$ cat config.mk
export PLATFORM = sky130hd
export DESIGN_NAME = retire_trace_fifo
export DESIGN_NICKNAME = d
export VERILOG_FILES = /design/src/rtl/retire_trace_fifo.sv
export SDC_FILE = /design/constraint.sdc
export NUM_CORES = 2
export LEC_CHECK = 0
export CORE_ASPECT_RATIO = 2
export CORE_UTILIZATION = 45
export CTS_CLUSTER_DIAMETER = 40
export DETAILED_ROUTE_END_ITERATION = 8
export GPL_TIMING_DRIVEN = 0
export SLEW_MARGIN = 20
export SYNTH_ARGS = -nofsm -noshare
export SYNTH_HDL_FRONTEND = slang
export SYNTH_SLANG_ARGS = --single-unit
$ cat constraint.sdc
create_clock -name clk -period 7.1 [get_ports clk]
set_input_delay 0.71 -clock clk [delete_from_list [all_inputs] [get_ports clk]]
set_output_delay 0.71 -clock clk [all_outputs]
set_load 0.02 [all_outputs]
$ cat src/rtl/retire_trace_fifo.sv
// retire_trace_fifo
// Captures one retire event per completed instruction from the CPU core,
// buffers each as a record in a FIFO, and streams every record out as four
// 32-bit words over a valid/ready port.
//
// Ports:
//   clk, rst_n                      core clock, synchronous active-low reset
//   retire_valid/pc/inst            retire event from the core
//   rf_we/rf_waddr/rf_wdata         register-file write of the retiring instr
//   out_valid/out_ready/out_data    trace word stream
//   out_last                        marks word 3 (wdata) of each record
//   overflow, drop_count            sticky drop flag and saturating drop count
//   level                           records currently stored
//
// Serializer states:
//   state | meaning
//   IDLE  | no record being presented
//   W0    | presenting pc_off
//   W1    | presenting inst
//   W2    | presenting {we_eff, 00, waddr, seq, 00}
//   W3    | presenting wdata (out_last=1); handshake pops the head record
module retire_trace_fifo #(
  parameter int          DEPTH   = 16,
  parameter logic [31:0] PC_BASE = 32'h00400000
) (
  input  logic                     clk,
  input  logic                     rst_n,
  input  logic                     retire_valid,
  input  logic [31:0]              retire_pc,
  input  logic [31:0]              retire_inst,
  input  logic                     rf_we,
  input  logic [4:0]               rf_waddr,
  input  logic [31:0]              rf_wdata,
  output logic                     out_valid,
  input  logic                     out_ready,
  output logic [31:0]              out_data,
  output logic                     out_last,
  output logic                     overflow,
  output logic [15:0]              drop_count,
  output logic [$clog2(DEPTH):0]   level
);

  localparam int AW = $clog2(DEPTH);
  localparam int LW = AW + 1;

  typedef enum logic [2:0] {IDLE, W0, W1, W2, W3} state_t;

  logic [31:0]   r_mem_pc    [DEPTH];
  logic [31:0]   r_mem_inst  [DEPTH];
  logic [31:0]   r_mem_w2    [DEPTH];
  logic [31:0]   r_mem_wdata [DEPTH];

  logic [AW-1:0] r_wr_ptr;
  logic [AW-1:0] r_rd_ptr;
  logic [LW-1:0] r_level;
  logic [15:0]   r_seq;
  logic [15:0]   r_drop_count;
  logic          r_overflow;
  state_t        r_state;
  logic          r_out_valid;
  logic [31:0]   r_out_data;
  logic          r_out_last;

  logic          w_we_eff;
  logic [31:0]   w_pc_off;
  logic [31:0]   w_w2;
  logic [31:0]   w_wdata;
  logic          w_push;
  logic          w_pop;
  logic [AW-1:0] w_rd_next;

  assign w_we_eff  = rf_we & (rf_waddr != 5'd0);
  assign w_pc_off  = retire_pc - PC_BASE;
  assign w_w2      = {w_we_eff, 2'b00, (w_we_eff ? rf_waddr : 5'd0), r_seq, 8'h00};
  assign w_wdata   = w_we_eff ? rf_wdata : 32'd0;
  // Fullness is judged on the registered level only, so a W3 pop in the
  // same cycle never frees a slot for a push into a full FIFO.
  assign w_push    = retire_valid & (r_level < LW'(DEPTH));
  assign w_pop     = (r_state == W3) & out_ready;
  assign w_rd_next = r_rd_ptr + AW'(1);

  always_ff @(posedge clk) begin
    if (rst_n && w_push) begin
      r_mem_pc[r_wr_ptr]    <= w_pc_off;
      r_mem_inst[r_wr_ptr]  <= retire_inst;
      r_mem_w2[r_wr_ptr]    <= w_w2;
      r_mem_wdata[r_wr_ptr] <= w_wdata;
    end
  end

  always_ff @(posedge clk) begin
    if (!rst_n) begin
      r_wr_ptr     <= '0;
      r_rd_ptr     <= '0;
      r_level      <= '0;
      r_seq        <= '0;
      r_drop_count <= '0;
      r_overflow   <= 1'b0;
      r_state      <= IDLE;
      r_out_valid  <= 1'b0;
      r_out_data   <= '0;
      r_out_last   <= 1'b0;
    end else begin
      // Dropped events still consume a sequence number so gaps expose them.
      if (retire_valid) r_seq <= r_seq + 16'd1;

      if (w_push) r_wr_ptr <= r_wr_ptr + AW'(1);

      if (retire_valid && !w_push) begin
        r_overflow <= 1'b1;
        if (r_drop_count != 16'hFFFF) r_drop_count <= r_drop_count + 16'd1;
      end

      if (w_push && !w_pop)      r_level <= r_level + LW'(1);
      else if (!w_push && w_pop) r_level <= r_level - LW'(1);

      case (r_state)
        IDLE: begin
          if (r_level != '0) begin
            r_state     <= W0;
            r_out_valid <= 1'b1;
            r_out_data  <= r_mem_pc[r_rd_ptr];
            r_out_last  <= 1'b0;
          end
        end
        W0: begin
          if (out_ready) begin
            r_state    <= W1;
            r_out_data <= r_mem_inst[r_rd_ptr];
          end
        end
        W1: begin
          if (out_ready) begin
            r_state    <= W2;
            r_out_data <= r_mem_w2[r_rd_ptr];
          end
        end
        W2: begin
          if (out_ready) begin
            r_state    <= W3;
            r_out_data <= r_mem_wdata[r_rd_ptr];
            r_out_last <= 1'b1;
          end
        end
        W3: begin
          if (out_ready) begin
            r_rd_ptr   <= w_rd_next;
            r_out_last <= 1'b0;
            if (r_level > LW'(1)) begin
              r_state    <= W0;
              r_out_data <= r_mem_pc[w_rd_next];
            end else if (w_push) begin
              // The only remaining record is being written this very edge,
              // so take W0 straight from the input to avoid an idle cycle.
              r_state    <= W0;
              r_out_data <= w_pc_off;
            end else begin
              r_state     <= IDLE;
              r_out_valid <= 1'b0;
              r_out_data  <= '0;
            end
          end
        end
        default: begin
          r_state     <= IDLE;
          r_out_valid <= 1'b0;
          r_out_data  <= '0;
          r_out_last  <= 1'b0;
        end
      endcase
    end
  end

  assign out_valid  = r_out_valid;
  assign out_data   = r_out_data;
  assign out_last   = r_out_last;
  assign overflow   = r_overflow;
  assign drop_count = r_drop_count;
  assign level      = r_level;

endmodule

==> flow_summary.yaml <==
clock_tree:
  ctsResizeCount: 0
  post_cts_hold_buffer_count: 0
  cell_at_the_root_of_the_clock_tree: "sky130_fd_sc_hd__clkbuf_16"
  number_of_cts_inserted_buffers: 181
  clk_pin_slew_worst_paths_ns: 0.07
  cts.repair_timing.setup_buffer_count: 0
  cts_max_level: 4
  clock_path_buffers: 4
  worst_skew_pair.late_latency_ns: 0.86
  cts_tree: "built"
  cts.sink_count: 1975
synth:
  synth_edf_count: 1888
  postSynthRegisterBits: 1975
  syn_nets: 4565
  synth.avg_cell_area_sq_um: 18.2
  yosysSeqAreaShare_pct: 72.1
  synthDistinctLibCells: 70
  ys.warnings.count: 0
  synthesis.area_sq_um: 81000
  postSynth.asyncResetShare_pct: 0
  syn-instance-count: 4446
  dominantRegCellSynth: "sky130_fd_sc_hd__edfxtp_1"
die:
  core-area_sq_um: 178000
  die_height_um: 602
  dieWidth_um: 302
  io_pins: 162
  initial_utilization_pct: 45.4
  die_area_sq_um: 182000
  placement_rows: 219
timing:
  max-slew-margin-rel_pct: 10.3
  final-setup-viol-count: 0
  final_max_slew_viol_count: 0
  timing.clock.skew_ns: 0.0465
  worst_slew_pin_slew_ns: 1.34
  achievable-frequency_ghz: 0.209
  unrepaired_setup_endpoints_after_global_routing: "no"
  post-route-period-util_pct: 67.2
  finalHoldViolCount: 0
  finalCriticalPeriod_ns: 4.77
  layout_setup_ws_ns: 2.33
power:
  netSwitchingFraction_pct: 25.2
  report.power.total_uw: 25800
  seqPwrFrac_pct: 51.2
  internal-power_uw: 19300
  power.net_switching_uw: 6500
  power_per_cell_area_nw_per_um2: 271
  power_frac_clock_pct: 38.9
  total_leakage_power_uw: 0.0290
  vdd.ir_drop.worst_mv: 0.259
  combPwrFrac_pct: 9.9
cells_and_area:
  fillerInstances: 13850
  instances_no_fill: 7426
  postLayoutCellArea_sq_um: 95100
  post_route_cells_drive_above_1_share_pct: 19.6
  multi_input_comb_area_sq_um: 21200
  fin_nets: 5061
  layout-area-overhead-vs-synth_pct: 17.4
  register_area_sq_um: 58400
min_path:
  holdCritPathClass: "input port to flip-flop"
worst_setup_path:
  worst-endpoint-arrival_ns: 5.44
  slowest_delay_ns: 0.90
  cp_data_required_time_ns: 7.76
  cp_top_family: "buffers and inverters"
  endpoint_type_of_the_worst_setup_path: "flip-flop"
  timing.critical_path.slowest_stage_cell: "sky130_fd_sc_hd__clkbuf_1"
  setup.worst_path.start_class: "flip-flop"
  crit_path_cell_trace: "nor2b_1, buf_2, clkbuf_1, clkbuf_1, a22oi_1, a22oi_1, nand3_1, nor4_1, a21oi_1"
  crit_buf_inv: 3
  critical_path_class: "flip-flop to flip-flop"
  worst-path-max-fanout: 10
drt:
  viasPerCell: 6.72
  wirelength_um: 322000
  detail_route.first_pass.iterations: 9
  drt_first_iter_violations: 7127
  wl_per_cell_um: 43.3
  vias: 49876
  drt_drc_violations_left: 24
  antenna_violating_nets_post_route: 0
grt:
  grt_overflow_total: 0
  gr-usage-all-layers_pct: 35.3
  grt_first_pass_wirelength_um: 424000
  pin_count_of_the_biggest_net_entering_global_routing: 26
  number_of_global_route_vias_before_repair: 48858
  antenna_found_initial: 34
place:
  placer_s_final_routability_congestion_estimate: 0.963
  placedCellCount: 7079
  port_buffers: 160
  place_hpwl_um: 229000
  pre_cts_ws_ns: 1.84
  dpl-instance-area_sq_um: 89100
run:
  max_cap_viol_count: 0
run_status:
  status: "finished with violations"
  failed_checks: "DRC"
==> synthesized netlist by cell type, types with 49 or more instances <==
cell type	instances	share of area (%)
sky130_fd_sc_hd__edfxtp_1	1888	70
sky130_fd_sc_hd__mux2i_1	671	8.3
sky130_fd_sc_hd__mux4_2	276	7.7
sky130_fd_sc_hd__a22oi_1	220	2.0
sky130_fd_sc_hd__nand2_1	192	0.89
sky130_fd_sc_hd__a221oi_1	112	1.2
sky130_fd_sc_hd__a21oi_1	98	0.61
sky130_fd_sc_hd__nor2_1	97	0.45
sky130_fd_sc_hd__dfxtp_1	87	2.1
sky130_fd_sc_hd__nand3_1	81	0.50
sky130_fd_sc_hd__buf_4	80	0.74
sky130_fd_sc_hd__clkbuf_1	80	0.37
sky130_fd_sc_hd__buf_2	79	0.49
sky130_fd_sc_hd__and2_1	49	0.38
==> metrics by stage <==
step | setup TNS (ns) | util (%) | hold WS, ns
finish | 0 | 53.3 | 0.453
global route | 0 | 53.3 | 0.411
CTS | 0 | 53.3 | 0.408
detailed placement | 0 | 50.0 | 0.458
global placement | - | 47.9 | 0.455
floorplan | -6.14 | - | 0.468
==> final timing paths <==
kind	slack [ns]	start	cells after the start	endpoint
max	2.33	flip-flop	9	out_data[19]
min	0.45	retire_pc[15]	1	r_mem_pc[13][15]
min reg2reg	0.48	overflow	1	overflow
max reg2reg	2.33	flip-flop	9	out_data[19]
==> flip-flops by register name, indices dropped and copies added (netlist names), 5 cells and up, named ones only <==
register,count
r_mem_inst,512
r_mem_pc,512
r_mem_wdata,512
r_mem_w2,352
out_data,32
drop_count,16
r_seq,16
level,5
==> per-layer routing <==
metal / track usage, % / wire [um]
met5: 0 / 97
met2: 57.1 / 154000
met1: 38.7 / 101000
met3: 7.59 / 30700
met4: 32.4 / 35800
==> cell type report <==
type | count | share of cell area [%]
well taps | 2320 | 3.05
clock buffers | 217 | 5.06
diodes | 21 | 0.0552
repair buffers | 313 | 5.15
plain buffers | 283 | 1.73
inverters | 12 | 0.0473
multi-input cells | 2176 | 22.3
clock inverters | 109 | 1.16
flip-flops and latches | 1975 | 61.4
==> power groups by stage <==
| stage | combinational, uW | sequential [uW] | clock, uW |
|---|---|---|---|
| after floorplan | 935 | 13500 | 0 |
| after global placement | 2290 | 13500 | 0 |
| after detailed placement | 2440 | 13400 | 0 |
| after CTS | 2440 | 13200 | 10000 |
| after global routing | 2590 | 13200 | 10400 |
| final | 2560 | 13200 | 10000 |
==> worst reg2reg max path: cells and delay by family, from the launching register on <==
family                 cells  cell delay, ns
and+or+nand+nor            3            1.05
buffers and inverters      3            2.08
AOI/OAI and AO/OA          3            1.11
DFF                        1            0.35
==> cells in the final DEF (no fill, tap or decap), types with 27 or more instances in the layout <==
cell type                         instances
sky130_fd_sc_hd__clkdlybuf4s50_1        158
sky130_fd_sc_hd__dfxtp_1                 87
sky130_fd_sc_hd__buf_12                  80
sky130_fd_sc_hd__a21oi_1                 98
sky130_fd_sc_hd__buf_16                  53
sky130_fd_sc_hd__mux2i_1                671
sky130_fd_sc_hd__edfxtp_1              1888
sky130_fd_sc_hd__clkbuf_1                73
sky130_fd_sc_hd__xor2_1                  27
sky130_fd_sc_hd__buf_6                   29
sky130_fd_sc_hd__nor2_1                  79
sky130_fd_sc_hd__buf_2                   94
sky130_fd_sc_hd__and2_1                  49
sky130_fd_sc_hd__buf_4                   80
sky130_fd_sc_hd__clkbuf_16              186
sky130_fd_sc_hd__clkinv_2                40
sky130_fd_sc_hd__a22oi_1                220
sky130_fd_sc_hd__a221oi_1               112
sky130_fd_sc_hd__nand3_1                 81
sky130_fd_sc_hd__and3_1                  30
sky130_fd_sc_hd__mux4_2                 276
sky130_fd_sc_hd__nand2_1                192
sky130_fd_sc_hd__clkbuf_2                34
==> logic make-up (layout without fill, tap and decap cells) <==
family                     count (synthesis)  count (layout)  share of synthesized area [%]
muxes                                    966             966                           16.4
xor gates and xnor gates                  51              51                          0.561
buffers and inverters                    295             934                           2.02
adders and majority gates                 13              13                          0.201
AOI/OAI and AO/OA                        585             585                           5.30
and+or+nand+nor                          561             561                           3.43
DFF                                     1975            1975                           72.1
other                                      0              21                              0
(Power assumes the default switching activity.)
